$ cat config.mk
export PLATFORM = sky130hd
export DESIGN_NAME = vedic_mul_seq_flat
export DESIGN_NICKNAME = d
export VERILOG_FILES = /design/src/rtl/vedic_mul_seq_if.sv /design/src/rtl/vedic_mul_seq.sv /design/src/flat_wrapper.sv
export SDC_FILE = /design/constraint.sdc
export NUM_CORES = 1
export LEC_CHECK = 0
export BUFFER_PORTS_ARGS = -buffer_cell sky130_fd_sc_hd__buf_2
export CAP_MARGIN = 20
export CORE_ASPECT_RATIO = 0.5
export CORE_MARGIN = 3
export CORE_UTILIZATION = 58
export DETAILED_ROUTE_END_ITERATION = 10
export PLACE_DENSITY = 0.86
export SYNTH_ARGS = -nofsm -noshare
export SYNTH_HDL_FRONTEND = slang
export SYNTH_SLANG_ARGS = --single-unit
$ cat constraint.sdc
create_clock -name clk -period 4.8 [get_ports clk]
set_input_delay 0.48 -clock clk [delete_from_list [all_inputs] [get_ports clk]]
set_output_delay 0.48 -clock clk [all_outputs]
set_load 0.01 [all_outputs]
$ cat src/rtl/vedic_mul_seq_if.sv
`default_nettype none
// ============================================================================
// Module   : vedic_mul_seq_if
// Purpose  : Request/result handshake bundle for the sequential vedic multiplier.
// Revision : 1.0 - initial release
// ============================================================================
interface vedic_mul_seq_if #(
    parameter int WIDTH = 8
);
    logic                 in_valid;
    logic                 in_ready;
    logic [WIDTH-1:0]     a;
    logic [WIDTH-1:0]     b;
    logic                 out_valid;
    logic                 out_ready;
    logic [2*WIDTH-1:0]   product;
    logic                 busy;

    modport master (
        output in_valid, a, b, out_ready,
        input  in_ready, out_valid, product, busy
    );

    modport slave (
        input  in_valid, a, b, out_ready,
        output in_ready, out_valid, product, busy
    );
endinterface
`default_nettype wire

$ cat src/rtl/vedic_mul_seq.sv
`default_nettype none
// ============================================================================
// Module   : vedic_mul_seq
// Purpose  : WIDTH x WIDTH unsigned multiplier time-sharing one 2x2 vedic cell.
// Revision : 1.0 - initial release
// ============================================================================
module vedic_mul_seq #(
    parameter int WIDTH = 8
) (
    input  wire logic         clk,
    input  wire logic         rst,
    vedic_mul_seq_if.slave    bus
);
    localparam int D  = WIDTH / 2;
    localparam int IW = (D > 1) ? $clog2(D) : 1;
    localparam logic [IW-1:0] c_LAST = IW'(D - 1);

    typedef enum logic [1:0] {
        S_IDLE = 2'd0,
        S_RUN  = 2'd1,
        S_DONE = 2'd2
    } state_t;

    state_t               r_state;
    state_t               w_state_next;
    logic [WIDTH-1:0]     r_a;
    logic [WIDTH-1:0]     r_b;
    logic [2*WIDTH-1:0]   r_acc;
    logic [2*WIDTH-1:0]   r_product;
    logic [IW-1:0]        r_i;
    logic [IW-1:0]        r_j;

    logic                 w_load;
    logic                 w_step;
    logic                 w_last;
    logic [1:0]           w_da;
    logic [1:0]           w_db;
    logic                 w_c1;
    logic [3:0]           w_pp;
    logic [IW+1:0]        w_sh;
    logic [2*WIDTH-1:0]   w_acc_next;

    // 2x2 vedic cell: vertical and crosswise terms, carry rippled into upper bits.
    assign w_da  = r_a[2*r_i +: 2];
    assign w_db  = r_b[2*r_j +: 2];
    assign w_c1  = w_da[1] & w_db[0] & w_da[0] & w_db[1];
    assign w_pp  = {w_da[1] & w_db[1] & w_c1,
                    (w_da[1] & w_db[1]) ^ w_c1,
                    (w_da[1] & w_db[0]) ^ (w_da[0] & w_db[1]),
                    w_da[0] & w_db[0]};

    assign w_sh       = ({2'b00, r_i} + {2'b00, r_j}) << 1;
    assign w_acc_next = r_acc + ((2*WIDTH)'(w_pp) << w_sh);
    assign w_last     = (r_i == c_LAST) && (r_j == c_LAST);

    always_comb begin
        w_state_next = r_state;
        w_load       = 1'b0;
        w_step       = 1'b0;
        case (r_state)
            S_IDLE: begin
                if (bus.in_valid) begin
                    w_load       = 1'b1;
                    w_state_next = S_RUN;
                end
            end
            S_RUN: begin
                w_step = 1'b1;
                if (w_last) begin
                    w_state_next = S_DONE;
                end
            end
            S_DONE: begin
                if (bus.out_ready) begin
                    w_state_next = S_IDLE;
                end
            end
            default: begin
                w_state_next = S_IDLE;
            end
        endcase
    end

    always_ff @(posedge clk) begin
        if (rst) begin
            r_state   <= S_IDLE;
            r_a       <= '0;
            r_b       <= '0;
            r_acc     <= '0;
            r_product <= '0;
            r_i       <= '0;
            r_j       <= '0;
        end else begin
            r_state <= w_state_next;
            if (w_load) begin
                r_a   <= bus.a;
                r_b   <= bus.b;
                r_acc <= '0;
                r_i   <= '0;
                r_j   <= '0;
            end
            if (w_step) begin
                r_acc <= w_acc_next;
                if (w_last) begin
                    r_i       <= '0;
                    r_j       <= '0;
                    r_product <= w_acc_next;
                end else if (r_j == c_LAST) begin
                    r_j <= '0;
                    r_i <= r_i + 1'b1;
                end else begin
                    r_j <= r_j + 1'b1;
                end
            end
        end
    end

    assign bus.in_ready  = (r_state == S_IDLE);
    assign bus.out_valid = (r_state == S_DONE);
    assign bus.busy      = (r_state != S_IDLE);
    assign bus.product   = r_product;
endmodule
`default_nettype wire

$ cat src/flat_wrapper.sv
// flat-port wrapper written by rule: the top's interface ports become plain ports
module vedic_mul_seq_flat 
#(
    parameter int WIDTH = 8
)
  (clk, rst, bus_in_valid, bus_a, bus_b, bus_out_ready, bus_in_ready, bus_out_valid, bus_product, bus_busy);
  vedic_mul_seq_if #(.WIDTH(WIDTH)) bus_i ();
  input  wire logic clk;
  input  wire logic rst;
  input wire logic [$bits(bus_i.in_valid)-1:0] bus_in_valid;
  input wire logic [$bits(bus_i.a)-1:0] bus_a;
  input wire logic [$bits(bus_i.b)-1:0] bus_b;
  input wire logic [$bits(bus_i.out_ready)-1:0] bus_out_ready;
  output wire logic [$bits(bus_i.in_ready)-1:0] bus_in_ready;
  output wire logic [$bits(bus_i.out_valid)-1:0] bus_out_valid;
  output wire logic [$bits(bus_i.product)-1:0] bus_product;
  output wire logic [$bits(bus_i.busy)-1:0] bus_busy;
  assign bus_i.in_valid = bus_in_valid;
  assign bus_i.a = bus_a;
  assign bus_i.b = bus_b;
  assign bus_i.out_ready = bus_out_ready;
  assign bus_in_ready = bus_i.in_ready;
  assign bus_out_valid = bus_i.out_valid;
  assign bus_product = bus_i.product;
  assign bus_busy = bus_i.busy;
  vedic_mul_seq #(.WIDTH(WIDTH)) u_core (.clk(clk), .rst(rst), .bus(bus_i));
endmodule
==> results.py <==
metrics = {
    "status": {
        "status": "complete, no violations",
    },
    "pwr": {
        "p_leak_nw": 1.41,
        "p_comb_frac": 0.095,
        "intPower_w": 0.000589,
        "power_per_cell_area_nw_per_um2": 232,
        "power_switching_w": 0.000207,
        "vdd_ir_drop_max_mv": 0.139,
        "p_sw_frac": 0.260,
        "seqPwrFrac": 0.584,
        "clock_power_share": 0.321,
    },
    "global_routing": {
        "grtUsageTotal": 0.238,
        "grt_pass1_vias": 2614,
        "antenna_found_initial": 0,
        "grt_max_degree": 62,
        "grt_pass1_wl_um": 12200,
        "grt_overflow_total": 0,
    },
    "critical_path": {
        "worst_setup_path_end_kind": "register",
        "rr_endpoint": "u_core.r_acc[12]",
        "worstPathRequired_ns": 4.99,
        "r2r_slack_ns": 0.92,
        "cp_data_arrival_time_ns": 4.07,
        "critPathCapture": "u_core.r_acc[12]",
        "rr_worst_depth": 13,
        "worstPathMaxFanout": 6,
        "timing.rr.start": "u_core.r_j[0]",
        "setup.worst_path.start_class": "register",
        "worstSetupPathType": "register to register",
        "crit_start": "u_core.r_j[0]",
    },
    "sta": {
        "finalHoldViolations": 0,
        "max_slew.worst_pin.slew_ns": 1.01,
        "rsz0062_at_grt": "no",
        "max_freq_mhz": 258,
        "period_share": 0.809,
        "finClkSkew_ns": 0.0111,
        "fin_ws_ns": 0.919,
        "relSlewSlack": 0.330,
        "drv_slew": 0,
        "holdWs_ns": 0.401,
        "tns_ns": 0,
        "fin_crit_ns": 3.88,
        "finalSetupViolations": 0,
    },
    "clock_tree": {
        "htree_levels": 2,
        "cts_sinks": 54,
        "ctsResizeCount": 0,
        "cts_buffers": 5,
        "post_cts_buffers": 0,
        "clk_pin_slew_worst_paths_ns": 0.10,
        "tritoncts": "done",
        "clk_path_buf_depth": 2,
        "clk_latency_ns": 0.31,
        "cts.root.buffer_cell": "clkbuf_8",
        "holdBufCountCts": 0,
    },
    "synth": {
        "synth_area_leaders": "dfxtp_1 35%, nand2_1 9.6%, ha_1 8.0%, a21oi_1 7.8%, mux4_1 3.4%",
        "yosysTopAreaCell": "dfxtp_1",
        "yosysWarningCount": 0,
        "synth_cell_type_count": 47,
        "synthCells": 395,
        "synth_most_common_cell": "nand2_1",
        "async_reset_ff_frac": 0,
        "ys_seq_elements": 54,
        "synth_edf_count": 0,
        "synthesis.nets": 437,
        "synth_area_sq_um": 3130,
        "synthFlopType": "dfxtp_1",
        "synth_top_area_frac": 0.345,
        "synth_commonest_cells": "80 x nand2_1, 54 x dfxtp_1, 49 x a21oi_1, 28 x nor2_1, 20 x ha_1",
        "postSynthAreaPerCell_sq_um": 7.93,
        "ys_seq_area_frac": 0.345,
    },
    "placement": {
        "hpwl_um": 5150,
        "port_buffers": 38,
        "place.gp.congestion": 0.950,
        "place_ws_ns": 1.01,
    },
    "cells_and_area": {
        "areaGrowthSynthToFinish_pct": 9.39,
        "drive_above_1_share": 0.130,
        "num_antenna_cells": 0,
        "nets": 465,
    },
    "floorplan": {
        "placementRows": 18,
        "start_util": 0.618,
        "num_io_pins": 39,
        "die_w_um": 110,
        "die-area_sq_um": 6370,
        "die_h_um": 58.0,
        "coreArea_sq_um": 5070,
    },
    "flow_run": {
        "drv_cap": 0,
    },
    "detailed_routing": {
        "vias": 2871,
        "post_drt_wl_per_cell_um": 14.5,
        "detail-route-antenna-nets": 0,
        "post_drt_via_cell_ratio": 5.81,
        "wl_um": 7160,
        "drc_errors": 0,
        "drt-pass1-iter-count": 4,
        "drtIter0Drc": 183,
    },
    "min_path": {
        "holdCritPathClass": "primary input to register",
    },
}
-- cell families after synthesis --
kind of cell	count (synthesis)	share of synthesized area
DFF	54	0.345
and+or+nand+nor	177	0.261
buffers and inverters	28	0.0407
xor gates and xnor gates	11	0.0308
muxes	7	0.0435
AOI/OAI and AO/OA	96	0.186
adders and majority gates	22	0.0927
-- final cells by class --
| cell class | instances | area (sq um) |
|---|---|---|
| clock buffer | 5 | 68.8 |
| clock inverter | 3 | 18.8 |
| fill | 420 | 1640 |
| inverter | 8 | 30.0 |
| multi-input combinational | 313 | 1920 |
| sequential | 54 | 1080 |
| tap | 70 | 87.6 |
| timing repair buffer | 41 | 216 |
-- power groups by stage --
stage / registers, W / logic [W] / clock network, W
after floorplan: 0.000472 / 0.0000549 / 0
after global placement: 0.000474 / 0.0000706 / 0
after detailed placement: 0.000475 / 0.0000732 / 0
after CTS: 0.000464 / 0.0000734 / 0.000258
after global routing: 0.000466 / 0.0000838 / 0.000277
final: 0.000464 / 0.0000754 / 0.000256
-- worst min-delay path by stage --
stage	start	to	slack (ns)	depth (start not counted)
2_1_floorplan	u_core.r_a[2]	u_core.r_a[2]	0.43	2
3_3_place_gp	u_core.bus.product[5]	u_core.bus.product[5]	0.44	2
3_5_place_dp	u_core.bus.product[5]	u_core.bus.product[5]	0.44	2
4_1_cts	bus_a[2]	u_core.r_a[2]	0.40	3
5_1_grt	bus_a[2]	u_core.r_a[2]	0.40	3
6_report	bus_a[3]	u_core.r_a[3]	0.40	3
-- metrics by stage --
step / instance area (sq um) / instances / utilization / power, W
final: 3430 / 494 / 0.676 / 0.000795
after global placement: 3330 / 485 / 0.657 / 0.000545
after CTS: 3410 / 493 / 0.674 / 0.000796
after detailed placement: 3330 / 485 / 0.657 / 0.000548
after floorplan: 3130 / 395 / - / 0.000527
after global routing: 3430 / 494 / 0.676 / 0.000826
-- critical path, cell delays in order (launching register included) --
cell and delay (ns):
dfxtp_1 0.46, mux4_1 0.61, and2_1 0.20, nor2b_1 0.13, ha_1 0.31, a21oi_1 0.31
nor3_1 0.09, ha_1 0.34, a21o_1 0.13, a21oi_1 0.11, o21ai_0 0.27, nand3_1 0.22
o2bb2ai_1 0.22, o311ai_0 0.37
-- sequential cells by signal (all words and copies together) (netlist names) --
signal and count:
u_core.bus.product 16, u_core.r_acc 16, u_core.r_a 8, u_core.r_b 8, u_core.r_j 2, u_core.r_i 2, u_core.r_state 2
-- cells in the final DEF (no fill, tap or decap), types with 2 or more instances in the layout --
master    count
nand2_1      80
dfxtp_1      54
a21oi_1      49
buf_2        38
nor2_1       28
ha_1         20
nor3_1       17
nand3_1      17
xnor2_1      10
o21ai_0      10
inv_1         8
nand2b_1      8
o21a_1        7
a31oi_1       6
nand4b_1      6
a211oi_1      5
clkbuf_8      5
mux4_1        4
nor2b_1       4
o311ai_0      4
nand3b_1      4
and2_1        3
a21o_1        3
o21bai_1      3
nor4_1        2
or2_2         2
or3_1         2
and3_1        2
mux2i_1       2
fa_1          2
clkinv_2      2
buf_4         2
-- metal layers --
metal	part of all wire	vias up	wire (um)	GRT usage
met5	0	-	0	0
met4	0.0075	0	54	0.0497
met3	0.053	8	379	0.0478
met2	0.45	77	3200	0.377
met1	0.49	1341	3530	0.339
li1	-	1445	-	-
Power figures use the tool's default switching activity.
